==> src/rtl/pio_multichannel.sv <==
// pio_multichannel: CHANNELS x WIDTH memory-mapped parallel I/O (sync inputs, registered outputs, optional PIO_EDGE_CAPTURE_EN edge/irq).
// Latency: loads combinational addr->rdata/sel; stores land on the next clk edge; pin inputs reach DATA_IN after two edges.
// Backpressure: none; every bus access completes in the cycle it is presented.
module pio_multichannel #(
  parameter int          CHANNELS  = 2,
  parameter int          WIDTH     = 8,
  parameter logic [31:0] BASE_ADDR = 32'h0000_0400
) (
  input  logic                      clk,
  input  logic                      rst,
  input  logic                      we,
  input  logic [31:0]               addr,
  input  logic [31:0]               wdata,
  input  logic [31:0]               mem_rdata,
  output logic [31:0]               rdata,
  output logic                      sel,
  input  logic [CHANNELS*WIDTH-1:0] pin_in,
  output logic [CHANNELS*WIDTH-1:0] pin_out,
  output logic                      irq
);

  localparam logic [31:0] WIN_BYTES = 32'(16 * CHANNELS);

  // Window decode: offset wraps to a large value below BASE_ADDR, so one compare covers both ends.
  logic [31:0] offset;
  logic        hit;
  logic        aligned;
  logic [1:0]  reg_idx;

  assign offset  = addr - BASE_ADDR;
  assign hit     = offset < WIN_BYTES;
  assign aligned = offset[1:0] == 2'b00;
  assign reg_idx = offset[3:2];
  assign sel     = hit;

  logic [WIDTH-1:0]    data_out [CHANNELS];
  logic [WIDTH-1:0]    s1       [CHANNELS];
  logic [WIDTH-1:0]    s2       [CHANNELS];
  logic [CHANNELS-1:0] wr_ch;

`ifdef PIO_EDGE_CAPTURE_EN
  logic [WIDTH-1:0] s3     [CHANNELS];
  logic [WIDTH-1:0] edge_q [CHANNELS];
  logic [WIDTH-1:0] irq_en [CHANNELS];
  logic [1:0]       arm_cnt;
  logic             armed;

  assign armed = arm_cnt == 2'd3;
`endif

  // Per-channel store strobe: aligned store that lands inside this channel's 16-byte block
  always_comb begin
    wr_ch = '0;
    for (int c = 0; c < CHANNELS; c++) begin
      wr_ch[c] = we && hit && aligned && (offset[31:4] == 28'(c));
    end
  end

  // Input synchroniser (s1 -> s2) and DATA_OUT register
  always_ff @(posedge clk) begin
    if (rst) begin
      for (int c = 0; c < CHANNELS; c++) begin
        s1[c]       <= '0;
        s2[c]       <= '0;
        data_out[c] <= '0;
      end
    end else begin
      for (int c = 0; c < CHANNELS; c++) begin
        s1[c] <= pin_in[c*WIDTH +: WIDTH];
        s2[c] <= s1[c];
        if (wr_ch[c] && reg_idx == 2'd1) begin
          data_out[c] <= wdata[WIDTH-1:0];
        end
      end
    end
  end

`ifdef PIO_EDGE_CAPTURE_EN
  // Arming counter: holds off edge capture until the synchroniser has flushed reset-time zeros
  always_ff @(posedge clk) begin
    if (rst) begin
      arm_cnt <= 2'd0;
    end else if (!armed) begin
      arm_cnt <= arm_cnt + 2'd1;
    end
  end

  // Edge capture with W1C; a new edge wins over a simultaneous clear of the same bit
  always_ff @(posedge clk) begin
    if (rst) begin
      for (int c = 0; c < CHANNELS; c++) begin
        s3[c]     <= '0;
        edge_q[c] <= '0;
        irq_en[c] <= '0;
      end
    end else begin
      for (int c = 0; c < CHANNELS; c++) begin
        s3[c] <= s2[c];
        if (wr_ch[c] && reg_idx == 2'd3) begin
          irq_en[c] <= wdata[WIDTH-1:0];
        end
        edge_q[c] <= (edge_q[c] & ~((wr_ch[c] && reg_idx == 2'd2) ? wdata[WIDTH-1:0] : '0))
                   | (armed ? (s2[c] & ~s3[c]) : '0);
      end
    end
  end

  // Interrupt: any captured edge whose mask bit is set
  always_comb begin
    irq = 1'b0;
    for (int c = 0; c < CHANNELS; c++) begin
      irq = irq | (|(edge_q[c] & irq_en[c]));
    end
  end
`else
  assign irq = 1'b0;
`endif

  // Load data: selected register zero-extended on a hit, memory data on a miss
  always_comb begin
    rdata = mem_rdata;
    if (hit) begin
      rdata = '0;
      for (int c = 0; c < CHANNELS; c++) begin
        if (aligned && offset[31:4] == 28'(c)) begin
          case (reg_idx)
            2'd0: rdata[WIDTH-1:0] = s2[c];
            2'd1: rdata[WIDTH-1:0] = data_out[c];
`ifdef PIO_EDGE_CAPTURE_EN
            2'd2: rdata[WIDTH-1:0] = edge_q[c];
            2'd3: rdata[WIDTH-1:0] = irq_en[c];
`endif
            default: ;
          endcase
        end
      end
    end
  end

  // Port outputs straight from the DATA_OUT registers
  for (genvar c = 0; c < CHANNELS; c++) begin : g_pin_out
    assign pin_out[c*WIDTH +: WIDTH] = data_out[c];
  end

  // Store data above WIDTH is deliberately dropped
  if (WIDTH < 32) begin : g_wdata_hi
    logic unused_wdata_hi;
    assign unused_wdata_hi = |wdata[31:WIDTH];
  end

endmodule

==> config.mk <==
export PLATFORM = sky130hd
export DESIGN_NAME = pio_multichannel
export DESIGN_NICKNAME = d
export VERILOG_FILES = /design/src/rtl/pio_multichannel.sv
export SDC_FILE = /design/constraint.sdc
export NUM_CORES = 1
export LEC_CHECK = 0
export ABC_AREA = 1
export ABC_CLOCK_PERIOD_IN_PS = 3100
export BUFFER_PORTS_ARGS = -buffer_cell sky130_fd_sc_hd__buf_2
export CORE_UTILIZATION = 47
export CTS_BUF_LIST = sky130_fd_sc_hd__clkbuf_8 sky130_fd_sc_hd__clkbuf_16
export DETAILED_ROUTE_END_ITERATION = 6
export MAX_ROUTING_LAYER = met4
export PLACE_DENSITY = 0.86
export SYNTH_ARGS = -nofsm -noshare
export SYNTH_HDL_FRONTEND = slang
export SYNTH_SLANG_ARGS = --single-unit
==> constraint.sdc <==
create_clock -name clk -period 3.1 [get_ports clk]
set_input_delay 0.31 -clock clk [delete_from_list [all_inputs] [get_ports clk]]
set_output_delay 0.31 -clock clk [all_outputs]
set_load 0.02 [all_outputs]
; After elaboration in Yosys (flattened, before gate mapping)
; Memories as Yosys holds them, arrays and structs flattened.
; Cells that the tools add are included.
[totals]
ff_bits = 0
ram_bits = 48
inputBits = 115
word_cells = 44
n_memories = 3
[mem_list]
columns = name, depth, width, read_ports, rd_clocked_by_memory_dff, wr, line_no
row1 = data_out, 2, 8, 2, 0, 2, 36  ; logic [WIDTH-1:0] data_out [CHANNELS];
row2 = s1, 2, 8, 2, 0, 2, 37  ; logic [WIDTH-1:0] s1 [CHANNELS];
row3 = s2, 2, 8, 2, 0, 2, 38  ; logic [WIDTH-1:0] s2 [CHANNELS];
[classes]
add_sub_neg = 1
magnitude_cmp = 1
n_eq_ne = 2
n_mux = 20
bitwise_logic = 6
reduce_logical = 11
[ops]
columns = op, n
row1 = $mux 8, 8
row2 = $lt 32x6->1 const B, 1
row3 = $mux 32, 1
row4 = $pmux 8 s2, 2
row5 = $sub 32x11->32 const B, 1
row6 = $eq 28x1->1 const B, 1
row7 = $logic_not 28->1, 1
row8 = $mux 1, 9
row9 = $logic_and 1x1->1, 8
row10 = $or 1x1->1, 6
row11 = $logic_not 2->1, 2
row12 = $eq 2x1->1 const B, 1

; Longest topological paths before layout
; Gate-level depths: netlist of the first run.
[logic_depth]
depth_word = 10
mapped_depth = 15
ltp_nobuf = 14

; Worst setup path after synthesis of the first run
; Ideal clock, no wire load.
[synth_timing]
kind = input to register
start = input port addr[12]
end = memory data_out[0][0] (enable)
setup_ns = 0.329
t_arrival_ns = 1.614
setup_slack_ns = 1.157
stages = 12
n_path_buf = 1
path_cell_list = nor2_1 nand2_1 nor2_4 nand2_1 nand2_1 nand2_1 nor2_1 nand3_1 nor2_2 buf_4 nand4_1 nand2_1
[synth_lines]
columns = item, line_no
row1 = "start, declared", 12  ; input logic [31:0] addr,
row2 = "end, declared", 36

; Worst setup path after layout of the first run
[layout_timing]
start = input port addr[15]
end = output port rdata[7]
[layout_between]
elab_chain_len = 7
[layout_lines]
columns = item, line_no
row1 = $sub 32x11->32 *, 30  ; assign offset = addr - BASE_ADDR;
row2 = branches (longest 5 deep; another with $lt 32x6->1), --
row3 = $mux 32 *, 122  ; if (hit) begin
row4 = "end, declared", 15  ; output logic [31:0] rdata,
; Mark *: on every way between the ends.

==> results of run 1 <==
-- layout make-up --
class | instances | share of cell area [%]
clock inverters | 3 | 1.21
multi-input cells | 236 | 30.2
clock buffers | 5 | 1.95
well taps | 72 | 2.56
repair buffers | 140 | 19.9
flip-flops and latches | 48 | 31.8
inverters | 116 | 12.3
-- layer usage --
layer	share of wire, %	vias up	track usage, %	wire length (microns)
met5	0	-	-	0
met3	8.0	14	4.71	522
met4	2.0	0	8.49	131
met1	39	1178	23.0	2560
met2	51	136	41.5	3290
li1	-	1473	-	-
-- registers in the layout, summed over array words and instances (netlist names) --
| register | count |
|---|---|
| data_out | 16 |
| s2 | 16 |
| s1 | 16 |
-- synthesized netlist by cell type (2+ instances only) --
cell / count / area [sq um]
o21ai_1: 3 / 15.0
buf_4: 2 / 15.0
nand3b_1: 11 / 82.6
nor2_1: 76 / 285
o21ai_0: 15 / 75.1
nand2_1: 85 / 319
a22o_1: 8 / 70.1
clkbuf_1: 8 / 30.0
nand4_1: 4 / 25.0
nand3_1: 23 / 115
nor2_2: 4 / 25.0
inv_1: 113 / 424
edfxtp_1: 16 / 480
clkinv_1: 2 / 7.51
buf_2: 4 / 20.0
dfxtp_1: 32 / 641
-- cell usage in the layout, fill, tap and decap left out, drive strengths merged, types with 8 or more instances in the layout --
cell type	n
edfxtp	16
dfxtp	32
o21ai	18
nand3b	11
buf	140
nand3	23
nor2	81
nand2	86
inv	114
a22o	8
-- power breakdown --
group	switching [mW]	internal (mW)	total [mW]
clock	0.195	0.238	0.433
combinational	0.151	0.0989	0.250
sequential	0.0113	0.678	0.690
-- worst max-delay path: stages --
cell      delay (ps)
buf_2            130
nor2_1           140
nand2_1          100
nor2_4           150
nand3_1          130
o21ai_1          140
nand3b_1         100
inv_2            180
nand2_2          370
nand2_1          170
nand2_1           60
inv_1             60
buf_2            160
-- worst paths after layout --
path              slack, ps        to  cells past startpoint      start
hold reg to reg         400  s2[0][7]                      2   s1[0][7]
hold / removal          210  s1[0][5]                      3  pin_in[5]
setup / recovery        560  rdata[7]                     13   addr[15]
setup reg to reg       2560  s2[0][3]                      2   s1[0][3]
-- through the flow --
step / utilization, % / setup slack, ps / hold WS (ps) / total power, mW / instances
after global placement: 62.0 / 581 / 389 / 0.948 / 612
after detailed placement: 62.0 / 539 / 392 / 0.954 / 612
after floorplan: - / 1160 / 388 / 0.843 / 415
final: 64.0 / 564 / 211 / 1.37 / 620
after global routing: 64.0 / 221 / 204 / 1.44 / 620
after CTS: 64.0 / 533 / 205 / 1.38 / 620
-- cells by family (layout without fill, tap and decap cells) --
group	Yosys count	in the layout
buffers and inverters	131	264
and+or+nand+nor	209	209
AOI/OAI and AO/OA	26	26
other	1	1
DFF	48	48
==> results.md, run 1 <==
* Setup CP Type: in2out
* Deepest clock path buffer count at 2
* DP Wirelength at around 5300 microns
* Synthesized Nets at 530
* Mux share of post-synthesis cell area at 0%
* DR vias/cell at between 4 and 5
* EDFF count, synth at 16
* Gp weighted congestion at roughly 0.89
* Post-Syn Area at between 2000 and 3000 sq um
* Clock Latency Late Sink at slightly below 300 ps
* Setup TNS at 0 ps
* # hold bufs at CTS at 0
* Die X-Extent at between 70 and 80 microns
* Layout area overhead at 30.7%
* Yosys reg bits at 48
* Run status: complete, no violations
* CTS tree: done
* Placed cell area at roughly 3400 sq um
* Sequential cell area at around 1100 sq um
* GRT overflow at 0
* Period utilization at between 80% and 90%
* Initial antenna violation count at 0
* Final setup viols at 0
* Syn_area_per_cell at between 6 and 7 sq um
* Leakage at 2.06 nW
* Num rows at 27
* Time the worst path needs with I/O delays and setup at between 2000 and 3000 ps
* Max cap viols at 0
* Drt wl/cell at roughly 10 microns
* HP Class: in2reg
* Setup Fix Bufs, Post-CTS at 0
* Initial Util at between 40% and 50%
* Diode count at 0
* Die Footprint at 6050 sq um
* Max H-tree Level at 2
* Max Clk Rate at 0.394 GHz
* Startpoint types: input port
* Count of cell types in the netlist at 25
* Top-Level Pins at about 170
* DRT antenna net count at 0
* Largest family of logic cells by synthesized area: simple AND/OR/NAND/NOR gates
* Via count of the first global-routing pass at around 2500
* Post-synth top flop: dfxtp_1
* Critical Path AT at ~2200 ps
* Port bufs at approximately 140
* Critical path data required time at roughly 2800 ps
* Finished Cell Area at 3530 sq um
* Root Driver: clkbuf_8
* GRT Overall Usage at ~22%
* Layout cell share with drive strength beyond 1 at between 20% and 30%
* Routed vias at 2801
* Area of the multi-input gates at about 1100 sq um
* Pwr/cell area at a little under 400 nW/um^2
* XOR/XNOR Fraction of Synth Area at 0%
* DRC Markers at 0
* Initial DRC Count at 115
* Drt pass-1 iters at 4
* Hold Fails Final Rpt at 0
* Core ar. at 5510 sq um
* Compound-Gate Fraction of Synth Area at under 10%
* Synth warn at 0
* Clk sink count at 48
* Reg clk slew, reported paths at around 80 ps
* Post-synthesis adder-cell area fraction at 0%
* CP Capture Type: output port
* Largest net degree at the start of global routing at 35
* Die H at a little under 80 microns
* RSZ-0062 raised after global routing: false
* Worst-Margin Slew at approximately 580 ps
* Synthesized instance count at between 400 and 500
* PostCTS Resize Cnt at 0
* Worst slew margin at about three fifths
* Post-Synth Simple-Gate Area at around a third
* Clock Skew at ~4.6 ps
* Fill cell count at 510
* Max FO, Critical Path at 33
* Routed wire length at approximately 6500 microns
* Ys async rst share at 0%
* Fin nets at 662
* Seq/Total Area, Yosys at approximately two fifths
* Maximum VDD drop at between 0.3 and 0.4 mV
* First-pass GRT wire length at between 10000 and 15000 microns
* Fin. max-slew vios at 0
* Number of CTS-inserted buffers at 5
(Power assumes the default switching activity.)
==> run 2, diff against run 1 <==
==> config.mk (replaced) <==
export PLATFORM = sky130hd
export DESIGN_NAME = pio_multichannel
export DESIGN_NICKNAME = d
export VERILOG_FILES = /design/src/rtl/pio_multichannel.sv
export SDC_FILE = /design/constraint.sdc
export NUM_CORES = 1
export LEC_CHECK = 0
export ABC_AREA = 0
export ABC_CLOCK_PERIOD_IN_PS = 2300
export BUFFER_PORTS_ARGS = -buffer_cell sky130_fd_sc_hd__buf_2
export CORE_UTILIZATION = 36
export CTS_BUF_LIST = sky130_fd_sc_hd__clkbuf_8 sky130_fd_sc_hd__clkbuf_16
export DETAILED_ROUTE_END_ITERATION = 6
export MAX_ROUTING_LAYER = met4
export PLACE_DENSITY = 0.77
export SYNTH_ARGS = -nofsm -noshare
export SYNTH_HDL_FRONTEND = slang
export SYNTH_SLANG_ARGS = --single-unit
==> constraint.sdc (replaced) <==
create_clock -name clk -period 2.3 [get_ports clk]
set_input_delay 0.23 -clock clk [delete_from_list [all_inputs] [get_ports clk]]
set_output_delay 0.23 -clock clk [all_outputs]
set_load 0.02 [all_outputs]
==> results.md, run 2 <==
* Via count of the first global-routing pass at ~1600
* Beginning of the worst hold path: pin_in[12]
* Startpoint types: input port
* Top-count cell post-synth: nor2b_1
* Deepest clock path buffer count at 2
* First-pass GRT wire length at a little over 8000 microns
* Pwr/cell area at around 570 nW/um^2
* Synthesized Nets at roughly 280
* Commonest cells after routing, fill and taps aside: buf_2, nor2b_1, dfxtp_1
* Routed wire length at around 5500 microns
* Initial antenna violation count at 0
* CTS tree: done
* Clock Skew at 2.95 ps
* Fin cells at 380
* Commonest cells in the netlist: nor2b_1, dfxtp_1, edfxtp_1, and4b_1, mux4_2
* Period utilization at about nine tenths
* Top-area cell type share of the netlist area at between 30% and 40%
* Die H at about 80 microns
* Num rows at 27
* CP Capture Type: output port
* Finished Cell Area at ~3000 sq um
* Layout area overhead at 39.6%
* Commonest non-fill, non-tap cell in the layout: buf_2
* Cells after DPL at between 300 and 400
* Max FO, Critical Path at 43
* WHS at ~140 ps
* Fill cell count at between 400 and 500
* Fin util at 53.0%
* Core ar. at about 5600 sq um
* Synthesized instance count at approximately 170
* Fin. max-slew vios at 0
* Critical Path AT at 1840 ps
* Port bufs at 139
* RSZ-0062 raised after global routing: false
* Final worst slack at 225 ps
* Yosys top cell by area: dfxtp_1
* Max Clk Rate at between 0.4 and 0.5 GHz
* GRT overflow at 0
* Synth warn at 0
* Placed cell area at roughly 2900 sq um
* Clk sink count at between 40 and 50
* DRT antenna net count at 0
* Fin nets at 422
* GRT Overall Usage at 18.2%
* # hold bufs at CTS at 0
* Die Footprint at about 6200 sq um
* Setup TNS at 0 ps
* Hold Fails Final Rpt at 0
* DRC Markers at 0
* Max H-tree Level at 2
* Reg-to-reg slack, setup at around 1800 ps
* Post-Syn Area at approximately 2100 sq um
* Drt wl/cell at about 14 microns
* Tot Pwr at between 1.5 and 2 mW
* Largest net degree at the start of global routing at 44
* HP Class: in2reg
* Initial DRC Count at 32
* R2r startpoint: s1[0][5]
* Layout cell share with drive strength beyond 1 at around 55%
* Count of cell types in the netlist at 27
* Gp weighted congestion at just over 0.7
* Number of CTS-inserted buffers at 5
* PostCTS Resize Cnt at 0
* Post-synth top flop: dfxtp_1
* Root Driver: clkbuf_8
* Time the worst path needs with I/O delays and setup at 2070 ps
* Hold Path Sink: s1[0][12]
* DP Wirelength at around 4200 microns
* Critical path data required time at ~2100 ps
* Initial Util at a little under two fifths
* Largest regs: data_out: 16 flops, s1: 16 flops, s2: 16 flops
* Routed vias at between 1500 and 2000
* Drt pass-1 iters at 4
* Run status: complete, no violations
* EDFF count, synth at 16
* Yosys reg bits at between 40 and 50
* Diode count at 0
* Maximum VDD drop at roughly 0.43 mV
* Seq/Total Area, Yosys at between 50% and 60%
* Reg clk slew, reported paths at 80 ps
* Top-Level Pins at roughly 170
* Final setup viols at 0
* Max cap viols at 0
* Clock Latency Late Sink at between 200 and 300 ps
* R2R cell count at 1
* Ys async rst share at 0%
* Reg2reg end: s2[0][5]
* Die X-Extent at 78.6 microns
* Setup Fix Bufs, Post-CTS at 0
* DR vias/cell at 4.64
* Setup CP Type: in2out
* Leakage at between 1 and 1.5 nW
* Hold Path Depth at 2
* Synth area leaders: dfxtp_1, edfxtp_1, nor2b_1
* Worst slack, placed at 196 ps
* Syn_area_per_cell at between 10 and 15 sq um
-- run 2: cell count changes after synthesis, sizes merged, moves of 11 or more --
| cell | previous run | this run |
|---|---|---|
| nand3 | 23 | 1 |
| nand2 | 86 | 1 |
| inv | 114 | 0 |
| nor2 | 81 | 2 |
| o21ai | 18 | 2 |
| nor2b | 0 | 64 |
| nand3b | 11 | 0 |
-- run 2: critical path, stage by stage --
cell	delay, ps
buf_2	100
nor4_2	280
nand4_1	200
nor3_4	250
buf_12	240
mux2_2	360
buf_2	160
-- run 2: per-layer routing --
metal / GRT usage [%] / wire, microns
met1: 19.3 / 2030
met2: 33.9 / 2900
met3: 3.49 / 438
met5: - / 0
met4: 5.56 / 80
-- run 2: cell families after synthesis --
group                     synth area share, %
xor gates and xnor gates                0.414
DFF                                      53.0
buffers and inverters                    3.67
AOI/OAI and AO/OA                        1.24
muxes                                    13.7
other                                   0.177
and+or+nand+nor                          27.8
-- run 2: worst max-delay path by stage --
| stage | startpoint | to | cells after the start |
|---|---|---|---|
| final | addr[30] | rdata[2] | 7 |
| after global routing | addr[17] | rdata[2] | 7 |
| after CTS | addr[30] | rdata[1] | 7 |
| after detailed placement | addr[30] | data_out[0][0] | 6 |
| after global placement | addr[30] | data_out[0][6] | 6 |
| after floorplan | addr[12] | data_out[0][0] | 5 |
-- run 2: final cells by class --
| class | instances | area, sq um | share of cell area, % |
|---|---|---|---|
| tap | 72 | 90.1 | 3.05 |
| timing repair buffer | 144 | 746 | 25.3 |
| multi-input combinational | 108 | 916 | 31.0 |
| sequential | 48 | 1120 | 38.0 |
| clock buffer | 5 | 68.8 | 2.33 |
| clock inverter | 3 | 11.3 | 0.381 |
-- run 2: power by group --
part / internal, mW / switching, mW
clock network: 0.203 / 0.249
registers: 0.914 / 0.0124
logic: 0.146 / 0.145
total: 1.26 / 0.407
==> run 3, diff against run 2 <==
--- a/config.mk
+++ b/config.mk
@@ -9,7 +9,6 @@
 export ABC_CLOCK_PERIOD_IN_PS = 2300
 export BUFFER_PORTS_ARGS = -buffer_cell sky130_fd_sc_hd__buf_2
 export CORE_UTILIZATION = 36
-export CTS_BUF_LIST = sky130_fd_sc_hd__clkbuf_8 sky130_fd_sc_hd__clkbuf_16
 export DETAILED_ROUTE_END_ITERATION = 6
 export MAX_ROUTING_LAYER = met4
 export PLACE_DENSITY = 0.77
==> results.md, run 3 (synthesis results as in run 2) <==
* Largest net degree at the start of global routing at 44
* GRT Overall Usage at between 15 and 20%
* Fin nets at around 420
* Num rows at 27
* CP max stage cell: mux2_2
* Setup CP Type: in2out
* Clock Latency Late Sink at ~290 ps
* Fin util at 53.0%
* DRT antenna net count at 0
* HP Class: in2reg
* DP Wirelength at about 4200 microns
* Initial DRC Count at 32
* Die X-Extent at 78.6 microns
* Max cap viols at 0
* Reg-to-reg slack, setup at around 1800 ps
* Reg2reg end: s2[0][5]
* Beginning of the worst hold path: pin_in[12]
* Port bufs at between 100 and 150
* Final worst slack at 225 ps
* Initial antenna violation count at 0
* Hold Path Sink: s1[0][12]
* CP delay by family, top: simple AND/OR/NAND/NOR gates
* Critical Path AT at about 1800 ps
* Number of CTS-inserted buffers at 5
* Time the worst path needs with I/O delays and setup at 2070 ps
* Setup TNS at 0 ps
* Clk sink count at 48
* Max stage delay on crit path at between 300 and 400 ps
* Crit-path cells: buf_2 -> nor4_2 -> nand4_1 -> nor3_4 -> buf_12 -> mux2_2 -> buf_2
* Die H at a little under 80 microns
* Diode count at 0
* Deepest clock path buffer count at 2
* Layout cell share with drive strength beyond 1 at a little under three fifths
* # hold bufs at CTS at 0
* Hold Fails Final Rpt at 0
* Tot Pwr at 1.68 mW
* Gp weighted congestion at 0.714
* Hold Path Depth at 2
* Period utilization at about 90%
* R2R cell count at 1
* Routed vias at between 1500 and 2000
* DR vias/cell at approximately 4.6
* Commonest cells after routing, fill and taps aside: buf_2, nor2b_1, dfxtp_1
* Via count of the first global-routing pass at between 1500 and 2000
* Max Clk Rate at ~0.48 GHz
* CTS tree: done
* Leakage at around 1.4 nW
* Core ar. at 5570 sq um
* Clock Skew at 2.62 ps
* RSZ-0062 raised after global routing: false
* R2r startpoint: s1[0][5]
* Top-Level Pins at 165
* Finished Cell Area at just under 3000 sq um
* Setup Fix Bufs, Post-CTS at 0
* Maximum VDD drop at 0.433 mV
* First-pass GRT wire length at just over 8000 microns
* DRC Markers at 0
* Drt pass-1 iters at 4
* Largest regs: data_out: 16 flops, s1: 16 flops, s2: 16 flops
* Max FO, Critical Path at 43
* Top cell by count, worst path: buf_2
* Die Footprint at slightly above 6000 sq um
* Pwr/cell area at 568 nW/um^2
* Routed wire length at 5450 microns
* Commonest non-fill, non-tap cell in the layout: buf_2
* Startpoint types: input port
* Placed cell area at 2870 sq um
* GRT overflow at 0
* Run status: complete, no violations
* Buffers & Inverters on Critical Path at 3
* CP Capture Type: output port
* Final setup viols at 0
* Reg clk slew, reported paths at about 80 ps
* Layout area overhead at 39.6%
* Fin. max-slew vios at 0
* Worst slack, placed at 196 ps
* Initial Util at 37.9%
* PostCTS Resize Cnt at 0
* Root Driver: clkbuf_8
* Critical path data required time at roughly 2100 ps
* Drt wl/cell at between 10 and 15 microns
* Max H-tree Level at 2
==> run 3: cell count changes in the layout (fill, tap and decap cells not counted) <==
cell	before	now
inv_1	2	0
clkbuf_1	0	2
==> run 3: cell type report <==
type	count	area (sq um)
sequential	48	1120
clock buffer	7	76.3
multi-input combinational	108	916
clock inverter	1	3.75
timing repair buffer	144	746
fill	488	2620
tap	72	90.1
==> run 3: worst max path at each step <==
stage | startpoint | endpoint | cells past startpoint
global route | addr[17] | rdata[2] | 7
CTS | addr[30] | rdata[1] | 7
floorplan | addr[12] | data_out[0][0] | 5
detailed placement | addr[30] | data_out[0][0] | 6
global placement | addr[30] | data_out[0][6] | 6
finish | addr[30] | rdata[2] | 7
==> run 3: routing by layer <==
| metal | global-route usage (%) | vias up | wire length (microns) |
|---|---|---|---|
| li1 | - | 856 | - |
| met1 | 19.3 | 811 | 2030 |
| met2 | 33.9 | 89 | 2900 |
| met3 | 3.49 | 7 | 438 |
| met4 | 5.56 | 0 | 80 |
| met5 | - | - | 0 |
==> run 3: stage by stage <==
stage                     instances  hold slack, ps
after floorplan                 168             358
after CTS                       380             140
final                           380             144
after global routing            380             139
after global placement          372             416
after detailed placement        372             420
==> run 3: power breakdown <==
group          total (mW)  internal (mW)  switching [mW]
sequential          0.926          0.914          0.0124
clock               0.460          0.212           0.248
combinational       0.292          0.146           0.145
total                1.68           1.27           0.406
